### config.mk
export PLATFORM = sky130hd
export DESIGN_NAME = imem_fetch_ctrl
export DESIGN_NICKNAME = d
export VERILOG_FILES = /design/src/rtl/imem_ctrl_pkg.sv /design/src/rtl/imem_load_counter.sv /design/src/rtl/imem_fetch_ctrl.sv
export SDC_FILE = /design/constraint.sdc
export NUM_CORES = 1
export LEC_CHECK = 0
export ABC_AREA = 0
export ABC_CLOCK_PERIOD_IN_PS = 5850
export BUFFER_PORTS_ARGS = -buffer_cell sky130_fd_sc_hd__buf_2
export CORE_AREA = 2 2 124 126
export DETAILED_ROUTE_END_ITERATION = 16
export DIE_AREA = 0 0 126 128
export HOLD_SLACK_MARGIN = 0.15
export SYNTH_ARGS = -nofsm -noshare
export SYNTH_HDL_FRONTEND = slang
export SYNTH_SLANG_ARGS = --single-unit
### constraint.sdc
create_clock -name clk -period 5.85 [get_ports clk]
set_clock_uncertainty 0.1 [all_clocks]
set_input_delay 1.17 -clock clk [delete_from_list [all_inputs] [get_ports clk]]
set_output_delay 1.17 -clock clk [all_outputs]
set_load 0.03 [all_outputs]
### src/rtl/imem_ctrl_pkg.sv
// rtl/imem_ctrl_pkg.sv - shared types, constants and range helper for the instruction-memory fetch controller
package imem_ctrl_pkg;

    typedef enum logic [2:0] {
        ST_LOAD   = 3'd0,
        ST_LFLUSH = 3'd1,
        ST_RUN    = 3'd2,
        ST_DONE   = 3'd3,
        ST_FAULT  = 3'd4
    } state_t;

    localparam int unsigned INSTR_BYTES = 4;

    // Operands are widened to 64 bits so the +4 never wraps for any AW below 64;
    // an address whose word would cross 2^AW therefore lands out of range.
    function automatic logic in_range(input logic [63:0] addr, input logic [63:0] limit);
        logic [64:0] end_addr;
        end_addr = {1'b0, addr} + 65'(INSTR_BYTES);
        return (end_addr <= {1'b0, limit}) && (addr[1:0] == 2'b00);
    endfunction

endpackage

### src/rtl/imem_load_counter.sv
// rtl/imem_load_counter.sv - boot-load byte counter with explicit and implicit end-of-image detect
module imem_load_counter
    import imem_ctrl_pkg::*;
#(
    parameter int unsigned MEM_BYTES = 36,
    parameter int unsigned CW        = $clog2(MEM_BYTES) + 1
) (
    input  logic          clk,
    input  logic          reset,
    input  logic          accept,
    input  logic          last_in,
    output logic [CW-1:0] cnt,
    output logic          last
);

    // The image ends on a flagged byte or when the byte filling the memory is taken.
    assign last = accept && (last_in || (cnt == CW'(MEM_BYTES - 1)));

    // Count accepted bytes, saturating at the memory size.
    always_ff @(posedge clk) begin
        if (!reset) begin
            cnt <= '0;
        end else if (accept && (cnt != CW'(MEM_BYTES))) begin
            cnt <= cnt + CW'(1);
        end
    end

endmodule

### src/rtl/imem_fetch_ctrl.sv
// rtl/imem_fetch_ctrl.sv - boot-loads instruction memory then sequences the fetch PC with bounds checking
module imem_fetch_ctrl
    import imem_ctrl_pkg::*;
#(
    parameter int unsigned MEM_BYTES = 36,
    parameter int unsigned RESET_PC  = 0,
    parameter int unsigned AW        = 32
) (
    input  logic          clk,
    input  logic          reset,
    input  logic          ld_valid,
    input  logic [7:0]    ld_data,
    input  logic          ld_last,
    output logic          ld_ready,
    output logic          mem_we,
    output logic [AW-1:0] mem_waddr,
    output logic [7:0]    mem_wdata,
    output logic [AW-1:0] pc,
    output logic          fetch_valid,
    input  logic          stall,
    input  logic          redir_valid,
    input  logic [AW-1:0] redir_pc,
    output logic          done,
    output logic          fault
);

    localparam int unsigned CW = $clog2(MEM_BYTES) + 1;

    state_t        state;
    logic [CW-1:0] cnt;
    logic [CW-1:0] limit;
    logic          accept;
    logic          load_end;
    logic [AW:0]   pc_next4;
    logic [AW:0]   limit_ext;
    logic          redir_ok;
    logic          image_ok;

    assign ld_ready    = (state == ST_LOAD);
    assign fetch_valid = (state == ST_RUN);
    assign accept      = ld_valid && ld_ready;

    imem_load_counter #(
        .MEM_BYTES (MEM_BYTES),
        .CW        (CW)
    ) u_load_counter (
        .clk     (clk),
        .reset   (reset),
        .accept  (accept),
        .last_in (ld_last),
        .cnt     (cnt),
        .last    (load_end)
    );

    assign pc_next4  = {1'b0, pc} + (AW + 1)'(INSTR_BYTES);
    assign limit_ext = (AW + 1)'(limit);
    assign redir_ok  = in_range(64'(redir_pc), 64'(limit));
    // An image must be non-empty, whole words, and hold at least the first instruction.
    assign image_ok  = (cnt != '0) && (cnt[1:0] == 2'b00) &&
                       in_range(64'(RESET_PC), 64'(cnt));

    // Load/flush/run sequencer with registered memory-write, pc and status outputs.
    always_ff @(posedge clk) begin
        if (!reset) begin
            state     <= ST_LOAD;
            mem_we    <= 1'b0;
            mem_waddr <= '0;
            mem_wdata <= '0;
            pc        <= AW'(RESET_PC);
            done      <= 1'b0;
            fault     <= 1'b0;
            limit     <= '0;
        end else begin
            case (state)
                ST_LOAD: begin
                    mem_we <= accept;
                    if (accept) begin
                        mem_waddr <= AW'(cnt);
                        mem_wdata <= ld_data;
                    end
                    if (load_end) begin
                        state <= ST_LFLUSH;
                    end
                end
                ST_LFLUSH: begin
                    mem_we <= 1'b0;
                    if (image_ok) begin
                        limit <= cnt;
                        state <= ST_RUN;
                    end else begin
                        fault <= 1'b1;
                        state <= ST_FAULT;
                    end
                end
                ST_RUN: begin
                    if (redir_valid) begin
                        if (redir_ok) begin
                            pc <= redir_pc;
                        end else begin
                            fault <= 1'b1;
                            state <= ST_FAULT;
                        end
                    end else if (!stall) begin
                        if (pc_next4 >= limit_ext) begin
                            done  <= 1'b1;
                            state <= ST_DONE;
                        end else begin
                            pc <= pc_next4[AW-1:0];
                        end
                    end
                end
                ST_DONE: begin
                end
                ST_FAULT: begin
                    mem_we <= 1'b0;
                end
                default: begin
                    mem_we <= 1'b0;
                    fault  <= 1'b1;
                    state  <= ST_FAULT;
                end
            endcase
        end
    end

endmodule

==> metrics, run 1 <==
layout cells sized above 1 a little over a fifth; Ports roughly 120; Die ar. between 15000 and 20000 um2; mapped cell area around 4300 um2; CP cell instances buf_2 > nand4_1 > nor2_1 > nand4_1 > or4b_1 > a21oi_1 > and4_1 > nor3_2 > buf_4 > and2_1; crit-path max FO 13; leakage dissipation 2.087 nW; starting density of the core 29.26%; largest net degree at the start of global routing ~40; Cell variety after synth 67; Final setup viols 0; final setup margin 1.691 ns; GPL Wtd Cong ~0.85; Filler cells 1604; first-pass GRT wire length approximately 19 mm; post-synthesis mux area share roughly 2.4%; setup repair after global routing missed its margin false; dpl ws 1.399 ns; Tightest Pin Transition between 0.8 and 0.9 ns; DIE HEIGHT 128 um; Area contributors post-synth dfxtp_1 (31%), nand2_1 (5.5%), ha_1 (5.2%); final WL roughly 12 mm; run status finished clean; CTS buffer count 9; Placed Cells between 800 and 900; DP HPWL 9.035 mm; VDD IR max ~0.00012 V; CTS tree done; Skew-Pair Late Insertion Delay roughly 0.33 ns; H-tree depth 3; post-synthesis async set-or-reset flop share 0%; Relative slew margins 39.82%; chip width 126 um; cell area after placement 4906 um2; Post-synth EDFFs 0; Core Area around 15000 um2; Synth Area in XOR/XNOR between 4 and 5%; Post-synth top cells dfxtp_1 (67), nand2_1 (64), nor2_1 (38); Final #Nets roughly 700; Yosys top cell area share 30.84%; final core occ between 30% and 40%; crit share post-route between 70% and 80%; # rows between 40 and 50; initial antenna violation count 0; Final Hold Fails 0; Antenna Cells 0; main combinational cell family by area after synthesis simple AND/OR/NAND/NOR gates; max-slew violation count 0; fmax approximately 240 MHz; Yosys Warn Count 0; Compound-Gate Fraction of Synth Area ~17%; postcts setup bufs 0; sequential share of the synthesized area 30.84%; hold path depth 2; hold slack 0.3517 ns; WL per Instance between 10 and 15 um; syn avg cell area 7.995 um2; Hold Buf Count CTS 0; Port Buf Inserts 97; gr ovfl total 0; Adder-Cell Fraction of Synth Area between 5 and 6%; max incr delay on CP between 0.6 and 0.7 ns; CP required just under 6 ns; DR DRC count 0; Simple-Gate Fraction of Synth Area between 30% and 40%; cts repair resizes 0; CTS Buffer Depth 2; most frequent CP cell nand4_1; kind of critical path in -> reg; Seq cells post-synth 67; max_cap viols 0; routed vias about 4100; Syn Inst Count between 500 and 600; total design power about 1.1 mW; Critical Path Sink Type register; Reg2Reg Depth 11; finished layout cell area roughly 5200 um2; DRT iter0 DRCs 304; clock slew at reported path FFs roughly 0.060 ns; Final ANT Viol Nets 0; Finished Layout Cells just over 800; setup tns final 0 ns; CP startpoint kind input port; Yosys top cell by area dfxtp_1; Top FF cell, synth dfxtp_1; minimum clock period 4.159 ns; highest-delay cell along the critical path nor2_1; Layout area overhead 19.16%; total track usage 14.68%; CTS Root Cell clkbuf_16; Pwr per Cell Area between 200 and 250 nW/um2; number of global-route vias before repair 3800; DR pass1 iterations 4; most common cell in the netlist dfxtp_1; Worst Path Arrival about 4.3 ns; Sink Count 67; Avg Vias per Cell roughly 5.0; Hold Path Class reg -> reg
-- cells in the final DEF (no fill, tap or decap), types with 15 or more instances in the layout --
cell type	n
buf_2	97
dfxtp_1	67
nand2_1	64
nor2_1	38
a21oi_1	33
inv_1	25
and2_1	25
conb_1	25
nor3_1	24
nand3_1	21
nand4_1	21
ha_1	18
o21ai_0	15
-- cell type report --
class / instances / area [um2] / share of cell area, %
well taps: 188 / 235.2 / 4.539
multi-input cells: 432 / 2735 / 52.78
clock inverters: 7 / 51.30 / 0.9899
repair buffers: 99 / 500.5 / 9.657
inverters: 25 / 93.84 / 1.811
flip-flops and latches: 67 / 1341 / 25.88
clock buffers: 9 / 225.2 / 4.346
-- sequential cells by signal, indices dropped and copies added (netlist names) --
signal / cells
state: 3
fault: 1
mem_waddr: 7
mem_we: 1
u_load_counter.cnt: 7
limit: 7
mem_wdata: 8
pc: 32
done: 1
-- power breakdown --
part / internal [mW] / switching (mW) / total, mW
logic: 0.0410 / 0.0928 / 0.134
registers: 0.464 / 0.00666 / 0.471
clock network: 0.289 / 0.215 / 0.504
total: 0.794 / 0.315 / 1.11
-- worst max-delay path, delay by kind of cell --
family	cells	cell delay [ns]
AND/OR/NAND/NOR	7	2.47
buffers and inverters	2	0.35
AO/OA/AOI/OAI	1	0.28
-- logic make-up after synthesis --
| logic type | Yosys count |
|---|---|
| simple gates | 252 |
| other cells | 1 |
| buf+inv | 69 |
| compound gates | 105 |
| xor+xnor | 22 |
| flops | 67 |
| mux | 10 |
| fa+ha+maj | 18 |
-- path summary, 6_finish.rpt --
path / endpoint / startpoint / slack (ns)
setup / recovery: pc[30] / redir_pc[5] / 1.69
hold / removal: mem_waddr[0] / mem_waddr[0] / 0.35
setup reg to reg: pc[30] / pc[2] / 2.18
hold reg to reg: mem_waddr[0] / mem_waddr[0] / 0.35
-- metal layers --
metal  part of all wire, %  routed length, um  global-route usage [%]
met5                     0                  0                       0
met4                   1.3                157                   3.555
met3                   4.4                521                   3.548
met2                    46               5414                   23.62
met1                    49               5751                   19.89
No activity file was read; power rests on OpenSTA's default activity.
==> run 2: changes to the inputs <==
--- a/config.mk
+++ b/config.mk
@@ -6,7 +6,7 @@
 export NUM_CORES = 1
 export LEC_CHECK = 0
 export ABC_AREA = 0
-export ABC_CLOCK_PERIOD_IN_PS = 5850
+export ABC_CLOCK_PERIOD_IN_PS = 3800
 export BUFFER_PORTS_ARGS = -buffer_cell sky130_fd_sc_hd__buf_2
 export CORE_AREA = 2 2 124 126
 export DETAILED_ROUTE_END_ITERATION = 16
==> constraint.sdc (replaced) <==
create_clock -name clk -period 3.8 [get_ports clk]
set_clock_uncertainty 0.1 [all_clocks]
set_input_delay 0.76 -clock clk [delete_from_list [all_inputs] [get_ports clk]]
set_output_delay 0.76 -clock clk [all_outputs]
set_load 0.03 [all_outputs]
==> metrics, run 2 (synthesis gave the netlist of run 1 again) <==
run status finished clean; layout cells sized above 1 23.32%; finished layout cell area 5328 um2; chip width approximately 130 um; final WL approximately 12 mm; CTS Root Cell clkbuf_16; gr ovfl total 0; Relative slew margins 59.62%; # rows 45; total track usage roughly 15%; grt met3 use ~3.8%; first-pass GRT wire length between 15 and 20 mm; GPL Wtd Cong approximately 0.83; GR Util met2 23.62%; initial antenna violation count 0; Largest Register pc; cts repair resizes 0; Crit. Startpoint pc[4]; postcts setup bufs 0; Port Buf Inserts 97; Critical Path Sink Type register; Placed Cells between 800 and 900; WL per Instance approximately 14 um; final core occ about 36%; Worst Hold Launch mem_waddr[5]; Ports approximately 120; CTS Buffer Depth 2; CP required 3.93 ns; kind of critical path reg -> reg; VDD IR max ~0.00025 V; leakage dissipation approximately 2.2 nW; Hold Buf Count CTS 0; CP startpoint kind register; Antenna Cells 0; crit-path max FO 22; Final Hold Fails 0; CTS buffer count 9; met1 usage between 10% and 20%; Largest regs pc (32), mem_wdata (8); Final #Nets 715; Avg Vias per Cell around 5; Final ANT Viol Nets 0; CTS tree done; max reg flops 32; commonest non-fill, non-tap cell in the layout buf_2; DRT iter0 DRCs about 300; H-tree depth 3; Die ar. 16130 um2; Finished Layout Cells ~840; Tightest Pin Transition ~0.6 ns; max-slew violation count 0; DIE HEIGHT ~130 um; number of global-route vias before repair about 3800; fmax ~300 MHz; clock slew at reported path FFs roughly 0.06 ns; Core Area about 15000 um2; setup repair after global routing missed its margin false; DR DRC count 0; Final setup viols 0; reg2reg start pc[4]; busiest layer in global routing met2; Hold Path Class reg -> reg; max_cap viols 0; crit share post-route between 80% and 90%; setup tns final 0 ns; dpl ws roughly 0.21 ns; largest net degree at the start of global routing 37; Pwr per Cell Area 329.6 nW/um2; most frequent cells in the layout buf_2 (97), dfxtp_1 (67), nand2_1 (64); routed vias 4229; starting density of the core between 20 and 30%; Skew-Pair Late Insertion Delay approximately 0.33 ns; final setup margin between 0.4 and 0.5 ns; minimum clock period about 3.3 ns; DR pass1 iterations 5; Layout area overhead 22.50%; Sink Count 67; Worst Path Arrival between 3 and 4 ns; cell area after placement approximately 5000 um2; DP HPWL around 9.2 mm
run 2: cell types whose count changed in the layout (fill, tap and decap cells not counted):
cell / previous run / this run
clkinv_2: 2 / 3
inv_6: 2 / 0
buf_4: 2 / 19
bufinv_16: 0 / 1
run 2: through the flow:
stage / hold WS (ns) / power (mW)
2_1_floorplan: 0.3544 / 0.8934
3_3_place_gp: 0.3424 / 0.9506
3_5_place_dp: 0.3470 / 0.9505
4_1_cts: 0.3550 / 1.777
5_1_grt: 0.3720 / 1.831
6_report: 0.3522 / 1.756
run 2: layout make-up:
type	count	area [um2]
fill	1578	9537
sequential	67	1341
clock inverter	7	68.82
timing repair buffer	116	628.1
inverter	25	93.84
multi-input combinational	432	2735
clock buffer	9	225.2
tap	188	235.2
run 2: power breakdown:
group          leakage, nW  switching, mW  internal (mW)  total [mW]
logic                 1.50          0.144         0.0669       0.211
clock network        0.141          0.317          0.505       0.821
registers            0.542        0.00969          0.715       0.724
total                 2.18          0.470           1.29        1.76
run 2: path summary, 6_finish.rpt:
path | to | slack, ns | depth (start not counted)
worst min register to register | mem_waddr[5] | 0.35 | 2
worst max register to register | pc[2] | 0.49 | 13
worst max-delay path | pc[2] | 0.49 | 13
worst min-delay path | mem_waddr[5] | 0.35 | 2
run 2: per-layer routing:
metal | vias to the layer above | routed length (um)
met1 | 1936 | 5649
met5 | - | 0
met4 | 0 | 155
li1 | 2150 | -
met2 | 127 | 5467
met3 | 16 | 630
run 2: worst max-delay path, cell delays in order, from the launching register on:
cell	delay [ns]
dfxtp_1	0.52
nand3_1	0.21
xnor2_1	0.17
ha_1	0.33
nand2_1	0.08
o21bai_1	0.09
a211oi_1	0.28
o2111ai_1	0.19
nor4_2	0.30
nand2_2	0.17
nor2_4	0.26
nor3_2	0.06
buf_4	0.20
a22o_1	0.24
==> run 3: changes to the inputs <==
--- a/config.mk
+++ b/config.mk
@@ -12,6 +12,8 @@
 export DETAILED_ROUTE_END_ITERATION = 16
 export DIE_AREA = 0 0 126 128
 export HOLD_SLACK_MARGIN = 0.15
+export PLACE_DENSITY = 0.49
+export SLEW_MARGIN = 10
 export SYNTH_ARGS = -nofsm -noshare
 export SYNTH_HDL_FRONTEND = slang
 export SYNTH_SLANG_ARGS = --single-unit
==> constraint.sdc (replaced) <==
create_clock -name clk -period 3.8 [get_ports clk]
set_clock_uncertainty 0.1 [all_clocks]
set_input_delay 0.57 -clock clk [delete_from_list [all_inputs] [get_ports clk]]
set_output_delay 0.57 -clock clk [all_outputs]
set_load 0.03 [all_outputs]
==> metrics, run 3 (synthesis gave the netlist of run 1 again) <==
run status finished clean; Hold Buf Count CTS 0; CTS tree done; DR DRC count 0; starting density of the core between 20% and 30%; CTS Root Cell clkbuf_16; initial antenna violation count 0; CP startpoint kind register; total track usage between 15 and 20%; VDD IR max slightly below 0.0002 V; hold slack roughly 0.35 ns; Die ar. ~16000 um2; final WL 12.73 mm; Layout area overhead 22.09%; grt met3 use between 3 and 4%; RR Endpoint pc[5]; minimum clock period ~3.4 ns; fmax 298.4 MHz; commonest non-fill, non-tap cell in the layout buf_2; most frequent cells in the layout buf_2 (97), dfxtp_1 (67), nand2_1 (64); Largest regs pc (32), mem_wdata (8); Tightest Pin Transition 0.6166 ns; gr ovfl total 0; busiest layer in global routing met2; postcts setup bufs 0; Core Area about 15000 um2; crit share post-route 88.20%; DIE HEIGHT between 100 and 150 um; Avg Vias per Cell between 5 and 6; Skew-Pair Late Insertion Delay 0.34 ns; Worst Path Arrival 3.48 ns; chip width between 100 and 150 um; number of global-route vias before repair 4076; GR Util met2 a little over a quarter; Largest Register pc; CTS Buffer Depth 2; Worst Hold Launch mem_wdata[6]; hold path depth 2; DP HPWL a little under 10 mm; CTS buffer count 9; max reg flops 32; Sink Count between 60 and 70; layout cells sized above 1 ~22%; largest net degree at the start of global routing 39; GPL Wtd Cong 0.8775; Critical Path Sink Type register; cts repair resizes 0; met1 usage approximately 20%; DRT iter0 DRCs between 200 and 250; Final ANT Viol Nets 0; setup repair after global routing missed its margin false; WL per Instance 15.21 um; Placed Cells about 820; final core occ 35.72%; Finished Layout Cells ~840; max-slew violation count 0; Reg2Reg Depth 10; leakage dissipation 2.166 nW; kind of critical path reg -> reg; Final #Nets roughly 710; Hold Path Class reg -> reg; # rows between 40 and 50; reg2reg start pc[2]; Hold Path End mem_wdata[6]; total design power ~1.8 mW; H-tree depth 3; Reg2Reg Setup Slack approximately 0.45 ns; DR pass1 iterations 4; clock slew at reported path FFs 0.05 ns; Antenna Cells 0; routed vias 4229; setup tns final 0 ns; CP required 3.93 ns; Ports roughly 120; max_cap viols 0; Relative slew margins between 50 and 60%; Port Buf Inserts 97; crit-path max FO 9; Final setup viols 0; first-pass GRT wire length just over 20 mm; Pwr per Cell Area between 300 and 400 nW/um2; Final Hold Fails 0
-- run 3: cell types whose count changed in the layout (fill, tap and decap cells not counted) --
cell,delta
clkinv_2,-2
clkbuf_1,+1
buf_4,-7
clkbuf_8,+2
bufinv_16,+1
clkinvlp_4,-1
clkinv_4,-1
-- run 3: worst max-delay path by stage --
stage          cells after the start         from     to
6_report                          10        pc[2]  pc[5]
5_1_grt                           12        pc[4]  pc[5]
4_1_cts                           10        pc[2]  pc[5]
3_5_place_dp                      15  redir_pc[2]  pc[6]
3_3_place_gp                      15  redir_pc[2]  pc[6]
2_1_floorplan                      9        pc[2]  pc[6]
-- run 3: layer usage --
metal  vias up  routed length [um]
met5         -                   0
met1      1970                5776
met2       104                6106
met3        22                 600
li1       2133                   -
met4         0                 248
-- run 3: power breakdown --
part           internal [mW]  switching [mW]
Clock                  0.609           0.302
Sequential             0.715          0.0105
Combinational         0.0651           0.146
-- run 3: final cells by class --
| class | count | area, um2 |
|---|---|---|
| fill | 1580 | 9554 |
| tap | 188 | 235.2 |
| clock buffer | 12 | 256.5 |
| inverter | 25 | 93.84 |
| clock inverter | 4 | 72.57 |
| timing repair buffer | 109 | 575.6 |
| sequential | 67 | 1341 |
| multi-input combinational | 432 | 2735 |
-- run 3: per-stage QoR --
| step | setup slack [ns] | area (um2) |
|---|---|---|
| floorplan | 0.5445 | 4439 |
| global placement | 0.4438 | 4981 |
| detailed placement | 0.3238 | 4981 |
| CTS | 0.4616 | 5310 |
| global route | 0.1919 | 5310 |
| finish | 0.4484 | 5310 |
-- run 3: critical path, stage by stage, from the launching register on --
cell and delay (ns):
dfxtp_1 0.34, ha_1 0.28, nand3_4 0.18, or4_4 0.61, nor3_2 0.25, nand3_2 0.13
a2111oi_4 0.39, nand2_2 0.16, buf_4 0.18, or3_1 0.35, a32o_1 0.26
